===== config.mk =====
export PLATFORM = sky130hd
export DESIGN_NAME = dpll_phase_kcounter_flat
export DESIGN_NICKNAME = d
export VERILOG_FILES = /design/src/rtl/dpll_pkg.sv /design/src/rtl/dpll_phase_kcounter_if.sv /design/src/rtl/dpll_kcounter.sv /design/src/rtl/dpll_phase_kcounter.sv /design/src/flat_wrapper.sv
export SDC_FILE = /design/constraint.sdc
export NUM_CORES = 1
export LEC_CHECK = 0
export BUFFER_PORTS_ARGS = -buffer_cell sky130_fd_sc_hd__buf_4
export CAP_MARGIN = 40
export CORE_UTILIZATION = 50
export CTS_BUF_LIST = sky130_fd_sc_hd__clkbuf_8
export DETAILED_ROUTE_END_ITERATION = 7
export GPL_TIMING_DRIVEN = 1
export PLACE_DENSITY = 0.72
export SYNTH_ARGS = -nofsm -noshare
export SYNTH_HDL_FRONTEND = slang
export SYNTH_SLANG_ARGS = --single-unit

===== constraint.sdc =====
create_clock -name clk_in -period 5 [get_ports clk_in]
set_clock_uncertainty 0.1 [all_clocks]
set_input_delay 1 -clock clk_in [delete_from_list [all_inputs] [get_ports clk_in]]
set_output_delay 1 -clock clk_in [all_outputs]
set_load 0.1 [all_outputs]

===== src/rtl/dpll_pkg.sv =====
// dpll_pkg: shared phase-detector state type and default parameters for the DPLL phase/K-counter stage.
package dpll_pkg;
    typedef enum logic [1:0] {IDLE, REF_LEAD, FB_LEAD} pd_state_t;
    localparam int K_MOD_DEF    = 16;
    localparam int ERR_W_DEF    = 12;
    localparam int LOCK_TOL_DEF = 2;
    localparam int LOCK_CNT_DEF = 8;
endpackage


===== src/rtl/dpll_phase_kcounter_if.sv =====
// dpll_phase_kcounter_if: level inputs and registered outputs of the DPLL phase detector / K-counter stage.
interface dpll_phase_kcounter_if import dpll_pkg::*; #(parameter int ERR_W = ERR_W_DEF);
    logic en, ref_in, fb_in;
    logic dn_up_o, carry_o, borrow_o, err_valid_o, slip_o, lock_o;
    logic signed [ERR_W-1:0] phase_err_o;
    modport master (output en, ref_in, fb_in,
                    input dn_up_o, carry_o, borrow_o, phase_err_o, err_valid_o, slip_o, lock_o);
    modport slave  (input en, ref_in, fb_in,
                    output dn_up_o, carry_o, borrow_o, phase_err_o, err_valid_o, slip_o, lock_o);
endinterface


===== src/rtl/dpll_kcounter.sv =====
// dpll_kcounter: pair of modulo-K counters; carry on up-count wrap, borrow on down-count wrap.
module dpll_kcounter import dpll_pkg::*; #(parameter int K_MOD = K_MOD_DEF) (
    input  logic clk_in,
    input  logic rst,
    input  logic i_en,
    input  logic i_dn_up,
    output logic o_carry,
    output logic o_borrow
);
    localparam int CW = (K_MOD > 2) ? $clog2(K_MOD) : 1;
    localparam logic [CW-1:0] TOP = CW'(K_MOD - 1);
    logic [CW-1:0] r_up_cnt, r_dn_cnt;
    logic w_up, w_dn;
    assign w_up = i_en & ~i_dn_up;
    assign w_dn = i_en & i_dn_up;
    always_ff @(posedge clk_in) begin
        if (rst) begin
            r_up_cnt <= '0;
            r_dn_cnt <= '0;
            o_carry  <= 1'b0;
            o_borrow <= 1'b0;
        end else begin
            if (w_up) r_up_cnt <= (r_up_cnt == TOP) ? '0 : r_up_cnt + 1'b1;
            if (w_dn) r_dn_cnt <= (r_dn_cnt == TOP) ? '0 : r_dn_cnt + 1'b1;
            o_carry  <= w_up && (r_up_cnt == TOP);
            o_borrow <= w_dn && (r_dn_cnt == TOP);
        end
    end
endmodule


===== src/rtl/dpll_phase_kcounter.sv =====
// dpll_phase_kcounter: XOR/edge phase detector, K-counter loop filter and lock monitor.
// Define DPLL_PD_SYNC_EN to put a 2-flop synchronizer on ref_in/fb_in (adds 2 cycles to every output path).
module dpll_phase_kcounter import dpll_pkg::*; #(
    parameter int K_MOD    = K_MOD_DEF,
    parameter int ERR_W    = ERR_W_DEF,
    parameter int LOCK_TOL = LOCK_TOL_DEF,
    parameter int LOCK_CNT = LOCK_CNT_DEF
) (
    input logic clk_in,
    input logic rst,
    dpll_phase_kcounter_if.slave bus
);
`ifdef DPLL_PD_SYNC_EN
    localparam int STG = 3;
`else
    localparam int STG = 1;
`endif
    localparam int CW = ERR_W - 1;
    localparam logic [CW-1:0] ERR_MAX = '1;
    localparam int LW = $clog2(LOCK_CNT + 1);
    localparam logic [LW-1:0] LC_MAX = LW'(LOCK_CNT);
    localparam logic signed [ERR_W-1:0] TOL = ERR_W'(LOCK_TOL);
    logic [STG-1:0] r_ref_sh, r_fb_sh;
    logic r_ref_d, r_fb_d;
    pd_state_t r_state;
    logic [CW-1:0] r_err_cnt;
    logic [LW-1:0] r_lock_cnt;
    logic w_ref_s, w_fb_s, w_r, w_f, w_open, w_close, w_in_tol;
    logic signed [ERR_W-1:0] w_mag, w_err;
    logic [LW-1:0] w_lock_nx;
    assign w_ref_s = r_ref_sh[STG-1];
    assign w_fb_s  = r_fb_sh[STG-1];
    assign w_r     = w_ref_s & ~r_ref_d;
    assign w_f     = w_fb_s & ~r_fb_d;
    // In FB_LEAD the roles of the two edges swap and the error is negated.
    assign w_close = (r_state == FB_LEAD) ? w_r : w_f;
    assign w_open  = (r_state == FB_LEAD) ? w_f : w_r;
    assign w_mag   = {1'b0, r_err_cnt};
    assign w_err   = (r_state == FB_LEAD) ? -w_mag : w_mag;
    assign w_in_tol = (bus.phase_err_o <= TOL) && (bus.phase_err_o >= -TOL);
    always_comb
        w_lock_nx = (bus.slip_o || (bus.err_valid_o && !w_in_tol)) ? '0 :
                    (bus.err_valid_o && r_lock_cnt != LC_MAX) ? r_lock_cnt + 1'b1 : r_lock_cnt;
    always_ff @(posedge clk_in) begin
        if (rst) begin
            r_ref_sh        <= '0;
            r_fb_sh         <= '0;
            r_ref_d         <= 1'b0;
            r_fb_d          <= 1'b0;
            r_state         <= IDLE;
            r_err_cnt       <= '0;
            r_lock_cnt      <= '0;
            bus.dn_up_o     <= 1'b0;
            bus.phase_err_o <= '0;
            bus.err_valid_o <= 1'b0;
            bus.slip_o      <= 1'b0;
            bus.lock_o      <= 1'b0;
        end else begin
            r_ref_sh        <= STG'({r_ref_sh, bus.ref_in});
            r_fb_sh         <= STG'({r_fb_sh, bus.fb_in});
            r_ref_d         <= w_ref_s;
            r_fb_d          <= w_fb_s;
            bus.dn_up_o     <= w_ref_s ^ w_fb_s;
            bus.err_valid_o <= 1'b0;
            bus.slip_o      <= 1'b0;
            r_lock_cnt      <= w_lock_nx;
            bus.lock_o      <= (w_lock_nx == LC_MAX);
            case (r_state)
                IDLE: begin
                    if (w_r && w_f) begin
                        bus.phase_err_o <= '0;
                        bus.err_valid_o <= 1'b1;
                    end else if (w_r || w_f) begin
                        r_err_cnt <= CW'(1);
                        r_state   <= w_r ? REF_LEAD : FB_LEAD;
                    end
                end
                default: begin
                    if (w_close) begin
                        bus.phase_err_o <= w_err;
                        bus.err_valid_o <= 1'b1;
                        r_err_cnt       <= CW'(1);
                        if (!w_open) r_state <= IDLE;
                    end else if (w_open) begin
                        bus.slip_o <= 1'b1;
                        r_err_cnt  <= CW'(1);
                    end else if (r_err_cnt == ERR_MAX) begin
                        // Partner edge never arrived: report full-scale error and give up.
                        bus.phase_err_o <= w_err;
                        bus.err_valid_o <= 1'b1;
                        bus.slip_o      <= 1'b1;
                        r_state         <= IDLE;
                    end else begin
                        r_err_cnt <= r_err_cnt + 1'b1;
                    end
                end
            endcase
        end
    end
    dpll_kcounter #(.K_MOD(K_MOD)) u_kcounter (
        .clk_in   (clk_in),
        .rst      (rst),
        .i_en     (bus.en),
        .i_dn_up  (bus.dn_up_o),
        .o_carry  (bus.carry_o),
        .o_borrow (bus.borrow_o)
    );
endmodule

===== src/flat_wrapper.sv =====
// flat-port wrapper written by rule: the top's interface ports become plain ports
module dpll_phase_kcounter_flat import dpll_pkg::*;
#(
    parameter int K_MOD    = K_MOD_DEF,
    parameter int ERR_W    = ERR_W_DEF,
    parameter int LOCK_TOL = LOCK_TOL_DEF,
    parameter int LOCK_CNT = LOCK_CNT_DEF
)
  (clk_in, rst, bus_en, bus_ref_in, bus_fb_in, bus_dn_up_o, bus_carry_o, bus_borrow_o, bus_phase_err_o, bus_err_valid_o, bus_slip_o, bus_lock_o);
  dpll_phase_kcounter_if #(.ERR_W(ERR_W)) bus_i ();
  input logic clk_in;
  input logic rst;
  input wire logic [$bits(bus_i.en)-1:0] bus_en;
  input wire logic [$bits(bus_i.ref_in)-1:0] bus_ref_in;
  input wire logic [$bits(bus_i.fb_in)-1:0] bus_fb_in;
  output wire logic [$bits(bus_i.dn_up_o)-1:0] bus_dn_up_o;
  output wire logic [$bits(bus_i.carry_o)-1:0] bus_carry_o;
  output wire logic [$bits(bus_i.borrow_o)-1:0] bus_borrow_o;
  output wire logic [$bits(bus_i.phase_err_o)-1:0] bus_phase_err_o;
  output wire logic [$bits(bus_i.err_valid_o)-1:0] bus_err_valid_o;
  output wire logic [$bits(bus_i.slip_o)-1:0] bus_slip_o;
  output wire logic [$bits(bus_i.lock_o)-1:0] bus_lock_o;
  assign bus_i.en = bus_en;
  assign bus_i.ref_in = bus_ref_in;
  assign bus_i.fb_in = bus_fb_in;
  assign bus_dn_up_o = bus_i.dn_up_o;
  assign bus_carry_o = bus_i.carry_o;
  assign bus_borrow_o = bus_i.borrow_o;
  assign bus_phase_err_o = bus_i.phase_err_o;
  assign bus_err_valid_o = bus_i.err_valid_o;
  assign bus_slip_o = bus_i.slip_o;
  assign bus_lock_o = bus_i.lock_o;
  dpll_phase_kcounter #(.K_MOD(K_MOD), .ERR_W(ERR_W), .LOCK_TOL(LOCK_TOL), .LOCK_CNT(LOCK_CNT)) u_core (.clk_in(clk_in), .rst(rst), .bus(bus_i));
endmodule

# Word level (Yosys, flattened, before mapping)
# Index checks and enable logic that the tools add are counted.
[totals] ff_bits=47 word_cells=90
[op_classes] n_reduce_logical=15 n_lt_le_gt_ge=2 addsub=5 eq_ne=12 n_bitwise=8 muxes=32
[op_table] cell="12-bit two-way mux" n=6
[op_table] cell="11-bit two-way mux" n=6
[op_table] cell="2-bit two-way mux" n=8
[op_table] cell="4-bit two-way mux" n=4
[op_table] cell="4-bit by 1-bit adder with 4-bit output (second input constant)" n=3
[op_table] cell="4-bit equality test (second input constant)" n=3
[op_table] cell="12-bit by 2-bit >= comparator with 1-bit output (second input constant)" n=1
[op_table] cell="12-bit by 3-bit less-or-equal comparator with 1-bit output (second input constant)" n=1
[op_table] cell="11-bit negation with 12-bit output" n=1
[op_table] cell="11-bit by 1-bit adder with 11-bit output (second input constant)" n=1
[op_table] cell="11-bit equality test (second input constant)" n=1
[op_table] cell="1-bit two-way mux" n=8
[op_table] cell="1-bit logical AND" n=6
[op_table] cell="3-bit AND reduction" n=2
[op_table] cell="1-bit bitwise AND" n=4
[op_table] cell="2-bit by 1-bit inequality test with 1-bit output (second input constant)" n=2
[op_table] cell="2-bit inequality test (second input constant)" n=2
[op_table] cell="4-bit by 2-bit inequality test with 1-bit output (second input constant)" n=1
[op_table] cell="4-bit inequality test (second input constant)" n=1
[op_table] cell="4-bit AND reduction" n=1
[op_table] cell="3-bit inequality test (second input constant)" n=1
[op_table] cell="1-bit inverter" n=3
[op_table] cell="3-bit nonzero test" n=1
[op_table] cell="3-bit OR reduction" n=1
[op_table] cell="5 further kinds" n=6

# Logic depth before layout (Yosys ltp)
# Gate-level depths: netlist of the first run.
[depth] depth_word=7 depth_mapped=7

# Cells and area by module
# A second synthesis of the first run with hierarchy kept.
[unflattened] cells_unflattened=292 area_unflattened_um2=2428.6
[by_module_without_submodules] mod="dpll_phase_kcounter" instances=1 cells_per_inst=244 area_per_inst_um2=2006.9
[by_module_without_submodules] mod="dpll_kcounter" instances=1 cells_per_inst=48 area_per_inst_um2=421.7

# Worst setup path after synthesis of the first run
# No wires, ideal clock.
[synth_timing] path_kind="reg2out" start="register u_core.bus.dn_up_o" end="output port bus_dn_up_o" slack_ns=2.903 t_required_ns=3.900 t_arrival_ns=0.997 stages_incl_launch_ff=1 path_cell_list="dfxtp_1"
[synth_rtl] item="start, declared" line="dpll_phase_kcounter_if.sv:9" rtl="output dn_up_o, carry_o, borrow_o, phase_err_o, err_valid_o, slip_o, lock_o);"
[synth_rtl] item="start signal, assigned" line="dpll_phase_kcounter.sv:63" rtl="bus.dn_up_o <= w_ref_s ^ w_fb_s;"
[synth_rtl] item="end, declared" line="flat_wrapper.sv:16" rtl="output wire logic [$bits(bus_i.dn_up_o)-1:0] bus_dn_up_o;"
# No word-level cell between the ends.

# Worst setup path after layout of the first run
[layout_timing] start="register u_core.r_err_cnt[3]" end="register u_core.bus.phase_err_o[9]"
[layout_between] elab_chain_len=6 elab_cells_between_ends=9
[layout_lines] item="start, declared" line="dpll_phase_kcounter.sv:26" rtl="logic [CW-1:0] r_err_cnt;"
[layout_lines] item="start signal, assigned" line="dpll_phase_kcounter.sv:94" rtl="r_err_cnt <= r_err_cnt + 1'b1;"
[layout_lines] item="11-bit negation with 12-bit output" line="dpll_phase_kcounter.sv:39" rtl="assign w_err = (r_state == FB_LEAD) ? -w_mag : w_mag;"
[layout_lines] item="12-bit two-way mux" line="dpll_phase_kcounter.sv:39"
[layout_lines] item="12-bit two-way mux" line="dpll_phase_kcounter.sv:87" rtl="end else if (r_err_cnt == ERR_MAX) begin"
[layout_lines] item="12-bit two-way mux" line="dpll_phase_kcounter.sv:84" rtl="end else if (w_open) begin"
[layout_lines] item="12-bit two-way mux" line="dpll_phase_kcounter.sv:79" rtl="if (w_close) begin"
[layout_lines] item="12-bit two-way mux" line="dpll_phase_kcounter.sv:68" rtl="case (r_state)"
[layout_lines] item="end signal, assigned" line="dpll_phase_kcounter.sv:80" rtl="bus.phase_err_o <= w_err;"
[layout_lines] item="end signal, assigned" line="dpll_phase_kcounter.sv:89" rtl="bus.phase_err_o <= w_err;"
[layout_lines] item="end, declared" line="dpll_phase_kcounter_if.sv:9"
# Several ways; a longest one is shown, not always the timed one. The select of a mux whose other input is x is not followed.
# A chain may end at the register's enable or synchronous reset.

==> results of run 1 <==
==> per-stage QoR <==
stage	hold WS (ns)	setup slack, ns	cells	area, um^2
6_report	0.375	2.78	347	2620
4_1_cts	0.378	2.77	347	2620
3_5_place_dp	0.361	2.78	339	2510
2_1_floorplan	0.339	2.90	279	2350
5_1_grt	0.394	2.52	347	2620
3_3_place_gp	0.361	2.82	339	2510
==> worst reg2reg max path: stages, from the launching register on <==
cell and delay [ns]:
dfxtp_1 0.56, nand4_2 0.21, or4_4 0.57, a21oi_4 0.35, nor2_1 0.17, o2bb2ai_1 0.15
==> final timing paths <==
check / from / depth (start not counted) / end / slack (ns)
min reg2reg: u_core.u_kcounter.r_dn_cnt[3] / 2 / u_core.u_kcounter.o_borrow / 0.38
max: u_core.r_err_cnt[3] / 5 / u_core.bus.phase_err_o[9] / 2.78
min: u_core.u_kcounter.r_dn_cnt[3] / 2 / u_core.u_kcounter.o_borrow / 0.38
max reg2reg: u_core.r_err_cnt[3] / 5 / u_core.bus.phase_err_o[9] / 2.78
==> registers in the layout, indices dropped and copies added (netlist names) <==
signal                      cells
u_core.u_kcounter.r_up_cnt      4
u_core.bus.phase_err_o         12
u_core.bus.dn_up_o              1
u_core.bus.err_valid_o          1
u_core.u_kcounter.o_borrow      1
u_core.bus.slip_o               1
u_core.bus.lock_o               1
u_core.r_fb_sh                  1
u_core.r_ref_d                  1
u_core.r_lock_cnt               4
u_core.r_err_cnt               11
u_core.r_fb_d                   1
u_core.u_kcounter.r_dn_cnt      4
u_core.r_state                  2
u_core.u_kcounter.o_carry       1
u_core.r_ref_sh                 1
==> Yosys cell counts, types with 2 or more instances <==
| cell | n |
|---|---|
| inv_1 | 5 |
| a21o_1 | 2 |
| o2bb2ai_1 | 5 |
| o21ai_0 | 12 |
| or4_4 | 2 |
| ha_1 | 6 |
| xor2_1 | 8 |
| a211oi_1 | 4 |
| a311oi_1 | 2 |
| or3_1 | 8 |
| a21oi_1 | 25 |
| nor3_1 | 8 |
| a211oi_2 | 2 |
| mux2i_1 | 3 |
| nor2_1 | 28 |
| nand2b_1 | 8 |
| nand2_1 | 24 |
| nor4_1 | 4 |
| o31ai_1 | 5 |
| o41ai_1 | 2 |
| dfxtp_1 | 47 |
| nand4_1 | 6 |
| buf_2 | 3 |
| xnor2_1 | 5 |
| a31oi_1 | 2 |
| nor2b_1 | 7 |
| buf_4 | 2 |
| a22oi_1 | 2 |
| or4_1 | 5 |
| nand3_1 | 13 |
| and2b_1 | 2 |
| clkbuf_1 | 5 |
| buf_1 | 2 |
==> power groups by stage <==
stage               sequential [W]  clock, W  combinational, W
finish                    0.000396  0.000278         0.0000974
global route              0.000399  0.000295          0.000108
CTS                       0.000396  0.000286         0.0000970
detailed placement        0.000405         0         0.0000963
global placement          0.000405         0         0.0000957
floorplan                 0.000420         0         0.0000611
==> cells by family (layout without fill, tap and decap cells) <==
logic type / Yosys count / in the layout
AND/OR/NAND/NOR: 121 / 121
AO/OA/AOI/OAI: 70 / 70
flip-flops: 47 / 47
buffers and inverters: 19 / 35
XOR/XNOR: 13 / 13
adder cells (fa/ha/maj): 6 / 6
multiplexers: 3 / 3
==> metal layers <==
layer,GRT usage,vias up,wire length (um)
li1,-,1045,-
met1,0.275,929,2310
met2,0.326,52,2080
met3,0.0513,9,263
met4,0.0889,0,92
met5,0,-,0
==> area by class of cell <==
type | count | area share
multi-input combinational | 213 | 0.504
sequential | 47 | 0.359
timing repair buffer | 22 | 0.0629
clock buffer | 5 | 0.0262
tap | 52 | 0.0248
clock inverter | 3 | 0.0167
inverter | 5 | 0.00715
==> summary.txt, run 1 <==
Syn_area_per_cell -> 8.44 um^2
Reg clk slew, reported paths -> 0.09 ns
TritonCTS clock tree -> yes
Min-delay worst type -> reg2reg
Setup TNS -> 0 ns
Core Rows -> 24
Final Critical Period -> 2.22 ns
Die Area -> 0.00499 mm^2
Synth top area cells -> dfxtp_1 40%, a21oi_1 5.3%, nor2_1 4.5%, nand2_1 3.8%, ha_1 3.2%
Proportion of layout cells with a drive suffix above 1 -> 0.125
Total CTS buffers -> 5
Synthesized-area fraction occupied by and/or/nand/nor cells -> 0.270
Vias in the first global route -> 1,887
Hold Vio Cnt, Final -> 0
Max-slew headroom -> 0.606
Max stage delay cell, worst path -> or4_4
Actual slew at the worst max-slew pin -> 0.587 ns
Worst setup SP type -> register
Post-synthesis net count -> 290
Failing checks -> design-rule violations
Total Wirelength -> 4740 um
# H-tree levels -> 2
Post-synth EDFFs -> 0
Fillers -> 417
Maximum clock path buffer count -> 2
Combinational share of power -> 0.126
Post-cts resize count -> 0
Vias per cell -> 5.86
P_sw -> 0.000210 W
DR vias -> 2,035
Synthesized instance count -> 279
YS warnings -> 0
Root Driver -> clkbuf_8
Adder-Cell Fraction of Synth Area -> 0.0319
I/O Pins -> 23
CP required -> 5.10 ns
Slew Limit Fails -> 0
Crit path cell chain -> nand4_2 > or4_4 > a21oi_4 > nor2_1 > o2bb2ai_1
Initial antenna violation count -> 0
PD cells -> 294 mW/mm^2
Post-synth top area share -> 0.400
Most common cell after layout, fill and taps aside -> dfxtp_1
Remaining DRCs -> 4
Critical Path Fanout Max -> 14
Synth Area in XOR/XNOR -> 0.0484
Diode count -> 0
Max-cap check violation count -> 0
Yosys cell types -> 48
Avg WL per Cell -> 13.7 um
CTS Hold Bufs -> 0
Largest net degree at the start of global routing -> 35
CP Capture Type -> register
RD Place Congestion -> 0.941
Most frequent cells in the layout -> 47 x dfxtp_1, 28 x nor2_1, 25 x a21oi_1
Post-DRT Antenna Nets -> 0
Fin crit share -> 0.444
GRT Overall Usage -> 0.208
Flops & latches, synth -> 47
DR iter-0 viols -> 119
Final setup violation count -> 0
Final nets -> 305
Mux contribution to synthesized area -> 0.0128
Post-synthesis sequential area ratio -> 0.400
Core Region -> 0.00444 mm^2
WS Path Type -> reg2reg
Total design power -> 0.000771 W
PortBufs -> 22
Synth Flop Type -> dfxtp_1
Setup Fix Bufs, Post-CTS -> 0
Post-synth ARST share -> 0
Area of the multi-input gates -> 0.00132 mm^2
Internal power -> 0.000562 W
Fmax -> 0.451 GHz
Max incr delay on CP -> 0.57 ns
CP arrival -> 2.32 ns
Largest family of logic cells by synthesized area -> simple AND/OR/NAND/NOR gates
Peak VDD IR -> 0.000128 V
Clock latency on the worst-skew pair -> 0.31 ns
FF+latch area -> 941 um^2
Status -> finished with violations
Sw frac -> 0.272
Layout area overhead -> 11.5%
Finished Core Util -> 0.590
Die span in y -> 70.6 um
Most area-hungry cell type in the Yosys netlist -> dfxtp_1
Clock tree sinks -> 47
Grt total ovfl -> 0
First-pass GRT wire length -> 8340 um
Initial Utilization -> 0.530
Clock power frac -> 0.360
Register share of total power -> 0.513
Largest delay share family, worst path -> simple AND/OR/NAND/NOR gates
Leakage -> 0.933 nW
RSZ-0062 raised after global routing -> false
Number of detailed-route iterations in the first pass -> 6
CP Buf/Inv Count -> 0
Width of the chip -> 70.6 um
Post-synthesis instance area -> 0.00235 mm^2
Post-synthesis compound-gate area fraction -> 0.199
Detailed Place HPWL -> 3360 um
(Power assumes the default switching activity.)
==> run 2, diff against run 1 <==
--- a/config.mk
+++ b/config.mk
@@ -11,7 +11,7 @@
 export CTS_BUF_LIST = sky130_fd_sc_hd__clkbuf_8
 export DETAILED_ROUTE_END_ITERATION = 7
 export GPL_TIMING_DRIVEN = 1
-export PLACE_DENSITY = 0.72
+export PLACE_DENSITY = 0.75
 export SYNTH_ARGS = -nofsm -noshare
 export SYNTH_HDL_FRONTEND = slang
 export SYNTH_SLANG_ARGS = --single-unit
==> constraint.sdc (replaced) <==
create_clock -name clk_in -period 2 [get_ports clk_in]
set_clock_uncertainty 0.1 [all_clocks]
set_input_delay 0.4 -clock clk_in [delete_from_list [all_inputs] [get_ports clk_in]]
set_output_delay 0.4 -clock clk_in [all_outputs]
set_load 0.1 [all_outputs]
==> run 2 against run 1 <==
The flow still finishes with violations (design-rule violations). First-iteration DRC count rose by 15%. Power rose by 150%. Global-route usage rose by 1.5 points. Via count rose by 5.6%. Clock-buffer cell count rose by 1. Critical path type unchanged. Highest routed layer unchanged. Cell area rose by 8.7%.
==> summary.txt, run 2 (same netlist as run 1, synthesis figures left out) <==
Status -> finished with violations
Failing checks -> design-rule violations
Fillers -> 385 (-7.7%)
CP required -> 2.09 ns (-3.01 ns)
Finished Core Util -> 0.642 (+0.0512)
WS Path Type -> reg2reg
Maximum clock path buffer count -> 2 (unchanged)
PD cells -> 663 mW/mm^2 (+130%)
Final Critical Period -> 1.91 ns (-0.309 ns)
Initial antenna violation count -> 0 (unchanged)
Worst r2r dst -> u_core.bus.phase_err_o[11]
First-pass GRT wire length -> 8980 um (+7.7%)
Crit path to -> u_core.bus.phase_err_o[11]
R2R depth -> 6 (+1)
Vias in the first global route -> 2,033 (+7.7%)
Hold Vio Cnt, Final -> 0 (unchanged)
Die span in y -> 70.6 um (unchanged)
Die Area -> 0.00499 mm^2 (unchanged)
Total CTS buffers -> 5 (unchanged)
Critical Path Start -> u_core.r_ref_d
Width of the chip -> 70.6 um (unchanged)
Proportion of layout cells with a drive suffix above 1 -> 0.238 (+0.112)
Flop2flop setup slack -> 0.09 ns (-2.69 ns)
RD Place Congestion -> 0.861 (-8.5%)
Most frequent cells in the layout -> 45 x buf_4, 42 x dfxtp_1, 28 x nor2_1
Peak VDD IR -> 0.000466 V (+260%)
Layout area overhead -> 21.2%
Avg WL per Cell -> 13.7 um (+0.30%)
Root Driver -> clkbuf_8
GRT Overall Usage -> 0.222 (+0.0146)
# H-tree levels -> 2 (unchanged)
Max-slew headroom -> 0.613 (+0.00739)
Max-cap check violation count -> 0 (unchanged)
DR iter-0 viols -> 137 (+15%)
Grt total ovfl -> 0 (unchanged)
WHS -> 0.204 ns (-0.172 ns)
Worst setup SP type -> register
CTS Hold Bufs -> 0 (unchanged)
Largest regs -> u_core.bus.phase_err_o x12, u_core.r_err_cnt x11
PortBufs -> 22 (unchanged)
Core Region -> 0.00444 mm^2 (unchanged)
Final worst slack -> 0.0908 ns (-2.69 ns)
Top reg by flops -> u_core.bus.phase_err_o
Max reg flops -> 12 (unchanged)
Clock tree sinks -> 47 (unchanged)
Total Wirelength -> 5100 um (+7.5%)
Place WS -> 0.0108 ns (-2.77 ns)
Reg clk slew, reported paths -> 0.09 ns (about the same)
Final setup violation count -> 0 (unchanged)
CP Capture Type -> register
Post-DRT Antenna Nets -> 0 (unchanged)
Slew Limit Fails -> 0 (unchanged)
Remaining DRCs -> 4 (unchanged)
TritonCTS clock tree -> yes
Initial Utilization -> 0.530 (unchanged)
Vias per cell -> 5.77 (-1.5%)
Fin crit share -> 0.955 (+0.511)
Largest net degree at the start of global routing -> 35 (unchanged)
Min-delay worst type -> in2reg
I/O Pins -> 23 (unchanged)
Detailed Place HPWL -> 3640 um (+8.2%)
Number of detailed-route iterations in the first pass -> 6 (unchanged)
Diode count -> 0 (unchanged)
Actual slew at the worst max-slew pin -> 0.574 ns (-0.0126 ns)
R2r startpoint -> u_core.r_ref_d
CP arrival -> 2.00 ns (-0.32 ns)
Leakage -> 1.07 nW (+15%)
Most common cell after layout, fill and taps aside -> buf_4
Critical Path Fanout Max -> 6 (-8)
Setup TNS -> 0 ns (unchanged)
Fmax -> 0.524 GHz (+16%)
Clock latency on the worst-skew pair -> 0.30 ns (about the same)
Core Rows -> 24 (unchanged)
DR vias -> 2,148 (+5.6%)
Final nets -> 330 (+8.2%)
==> run 2: cell type report <==
type | count | area [um^2] | area share
Sequential cell | 47 | 947 | 0.332
Timing Repair Buffer | 47 | 369 | 0.129
Clock inverter | 2 | 16.3 | 0.00570
Tap cell | 52 | 65.1 | 0.0228
Multi-Input combinational cell | 213 | 1350 | 0.474
Clock buffer | 6 | 82.6 | 0.0290
Inverter | 5 | 18.8 | 0.00658
==> run 2: worst min path at each step <==
stage / startpoint / to / cells after the start
floorplan: u_core.u_kcounter.r_dn_cnt[3] / u_core.u_kcounter.o_borrow / 2
global placement: u_core.u_kcounter.r_up_cnt[3] / u_core.u_kcounter.o_carry / 2
detailed placement: u_core.u_kcounter.r_dn_cnt[3] / u_core.u_kcounter.o_borrow / 2
CTS: bus_ref_in / u_core.r_ref_sh / 2
global route: bus_ref_in / u_core.r_ref_sh / 2
finish: bus_ref_in / u_core.r_ref_sh / 2
==> run 2: metal layers <==
layer,global-route usage,vias up,wire [um]
li1,-,1088,-
met4,0.0622,0,34
met2,0.366,43,2470
met3,0.0556,5,195
met1,0.293,1012,2400
met5,0,-,0
==> run 2: what timing repair did <==
item / CTS / global route
endpoints found under the setup margin: 1 / 14
pin swaps: 1 / 5
gates resized for setup: 0 / 14
setup buffers: 4 / 1
==> run 2: report_power, final <==
| part | total (W) | switching (W) | internal [W] |
|---|---|---|---|
| registers | 0.000982 | 0.0000228 | 0.000959 |
| clock network | 0.000609 | 0.000327 | 0.000282 |
| logic | 0.000301 | 0.000191 | 0.000110 |
==> run 2: metrics by stage <==
step	std cells	cell area (um^2)	total power, W
after floorplan	279	2350	0.00120
after global placement	359	2680	0.00128
after detailed placement	359	2680	0.00129
after CTS	371	2800	0.00190
after global routing	372	2850	0.00198
final	372	2850	0.00189
==> run 2: critical path: stages, from the launching register on <==
cell and delay (ns):
dfxtp_2 0.34, and2b_2 0.26, or4_4 0.55, a21oi_4 0.20
buf_4 0.14, mux2i_1 0.16, nor2_1 0.05
==> run 3, diff against run 2 <==
--- a/config.mk
+++ b/config.mk
@@ -7,6 +7,7 @@
 export LEC_CHECK = 0
 export BUFFER_PORTS_ARGS = -buffer_cell sky130_fd_sc_hd__buf_4
 export CAP_MARGIN = 40
+export CORE_ASPECT_RATIO = 0.8
 export CORE_UTILIZATION = 50
 export CTS_BUF_LIST = sky130_fd_sc_hd__clkbuf_8
 export DETAILED_ROUTE_END_ITERATION = 7
==> run 3 against run 2 <==
The run now ends clean. Non-clock buffer count decreased by 2. Register-to-register slack got worse by 0.09 ns. First-iteration DRC count increased by 7.3%. Sequential power about the same. Clock-buffer cell count unchanged. Critical path type unchanged. Highest routed layer unchanged.
==> summary.txt, run 3 (same netlist as run 1, synthesis figures left out) <==
Met3 Routed Length -> 284 um (+46%)
CP Capture Type -> register
Max stage delay cell, worst path -> or4_4
PortBufs -> 22 (unchanged)
Actual slew at the worst max-slew pin -> 0.536 ns (-0.0384 ns)
Total Wirelength -> 5540 um (+8.6%)
Remaining DRCs -> 0 (-4)
Vias in the first global route -> 2,173 (+6.9%)
Root Driver -> clkbuf_8
Diode count -> 0 (unchanged)
Routed length on met1 -> 2640 um (+9.9%)
Max reg flops -> 12 (unchanged)
Largest net degree at the start of global routing -> 35 (unchanged)
Fmax -> 0.501 GHz (-4.3%)
Vias per cell -> 5.95 (+3.0%)
CP arrival -> 2.10 ns (+0.10 ns)
PD cells -> 655 mW/mm^2 (-1.2%)
Fin crit share -> 0.997 (+0.0426)
Core Region -> 0.00434 mm^2 (-2.4%)
Final nets -> 328 (-0.61%)
Avg WL per Cell -> 14.8 um (+8.0%)
Post-DRT Antenna Nets -> 0 (unchanged)
Final setup violation count -> 0 (unchanged)
GRT Overall Usage -> 0.246 (+0.0236)
Metal2 WL -> 2480 um (+0.57%)
Proportion of layout cells with a drive suffix above 1 -> 0.230 (-0.00722)
Initial Utilization -> 0.543 (+0.0133)
Max-cap check violation count -> 0 (unchanged)
RSZ-0062 raised after global routing -> true
Place WS -> -0.00863 ns (-0.0195 ns)
Max incr delay on CP -> 0.56 ns (about the same)
Final Critical Period -> 1.99 ns (+0.0853 ns)
TritonCTS clock tree -> yes
Min-delay worst type -> in2reg
Top reg by flops -> u_core.bus.phase_err_o
CP required -> 2.10 ns (about the same)
Clock latency on the worst-skew pair -> 0.31 ns (about the same)
Max Used Layer -> met4
Leakage -> 1.07 nW (-0.36%)
Peak VDD IR -> 0.000369 V (-21%)
Layout area overhead -> 22.2%
RD Place Congestion -> 0.832 (-3.4%)
Clock tree sinks -> 47 (unchanged)
Grt total ovfl -> 0 (unchanged)
Number of detailed-route iterations in the first pass -> 4 (-2)
I/O Pins -> 23 (unchanged)
DR iter-0 viols -> 147 (+7.3%)
Maximum clock path buffer count -> 2 (unchanged)
# H-tree levels -> 2 (unchanged)
Width of the chip -> 78.7 um (+11%)
Worst setup SP type -> register
Die Area -> 0.00499 mm^2 (about the same)
Hold Vio Cnt, Final -> 0 (unchanged)
Critical Path Fanout Max -> 6 (unchanged)
First-pass GRT wire length -> 9580 um (+6.8%)
Setup TNS -> 0 ns (unchanged)
WS Path Type -> reg2reg
Final worst slack -> 0.00548 ns (-0.0853 ns)
WHS -> 0.195 ns (-0.00838 ns)
Die span in y -> 63.4 um (-10%)
Crit path cell chain -> and2b_2 > or4_4 > a21oi_4 > buf_12 > nor2_1 > o2bb2ai_1
Core Rows -> 21 (-13%)
Detailed Place HPWL -> 3860 um (+6.0%)
Dpl cells -> 364 (+1.4%)
Max-slew headroom -> 0.640 (+0.0269)
Total CTS buffers -> 5 (unchanged)
Most frequent cells in the layout -> 42 x buf_4, 42 x dfxtp_1, 28 x nor2_1
Fillers -> 382 (-0.78%)
Final Non-Filler Cells -> 374 (+0.54%)
Slew Limit Fails -> 0 (unchanged)
Status -> finished clean
DR vias -> 2,224 (+3.5%)
Reg clk slew, reported paths -> 0.09 ns (about the same)
Largest regs -> u_core.bus.phase_err_o x12, u_core.r_err_cnt x11
Initial antenna violation count -> 0 (unchanged)
[run 3: where the power goes]
| part | internal [W] | switching [W] |
|---|---|---|
| Combinational | 0.000112 | 0.000193 |
| Sequential | 0.000959 | 0.0000240 |
| Clock | 0.000272 | 0.000324 |
[run 3: cell type report]
| class | instances | area, um^2 | share of cell area |
|---|---|---|---|
| Clock buffer | 6 | 82.6 | 0.0287 |
| Clock inverter | 1 | 5.00 | 0.00174 |
| Inverter | 5 | 18.8 | 0.00652 |
| Multi-Input combinational cell | 213 | 1370 | 0.477 |
| Sequential cell | 47 | 947 | 0.329 |
| Tap cell | 57 | 71.3 | 0.0248 |
| Timing Repair Buffer | 45 | 380 | 0.132 |
[run 3: final timing paths]
path,from,endpoint,slack (ns),cells past startpoint
worst max-delay path,u_core.r_ref_d,u_core.bus.phase_err_o[10],0.005,6
worst min-delay path,bus_ref_in,u_core.r_ref_sh,0.20,2
worst max register to register,u_core.r_ref_d,u_core.bus.phase_err_o[10],0.005,6
worst min register to register,u_core.u_kcounter.r_dn_cnt[3],u_core.u_kcounter.o_borrow,0.39,2
[run 3: metrics by stage]
| stage | cell area, um^2 | utilization | power [W] |
|---|---|---|---|
| 2_1_floorplan | 2350 | - | 0.00120 |
| 3_3_place_gp | 2680 | 0.618 | 0.00128 |
| 3_5_place_dp | 2680 | 0.618 | 0.00129 |
| 4_1_cts | 2800 | 0.646 | 0.00187 |
| 5_1_grt | 2880 | 0.663 | 0.00195 |
| 6_report | 2880 | 0.663 | 0.00188 |
[run 3: per-layer routing]
metal,up-vias,track usage
met4,0,0.137
met3,13,0.0435
met1,1059,0.322
met5,-,0
li1,1092,-
met2,60,0.379
[run 3: repair_timing]
| action | 4_1_cts | 5_1_grt |
|---|---|---|
| resized for setup | 2 | 15 |
| setup buffers | 1 | 1 |
| hold buffers | 0 | 0 |
| setup endpoints to repair | 5 | 13 |
| cloned | 0 | 1 |
| pin swaps | 1 | 4 |
[run 3: critical path, delay by kind of cell, from the launching register on]
| family | cells | cell delay, ns |
|---|---|---|
| buffers and inverters | 1 | 0.15 |
| flip-flops | 1 | 0.34 |
| AO/OA/AOI/OAI | 2 | 0.40 |
| AND/OR/NAND/NOR | 3 | 0.91 |
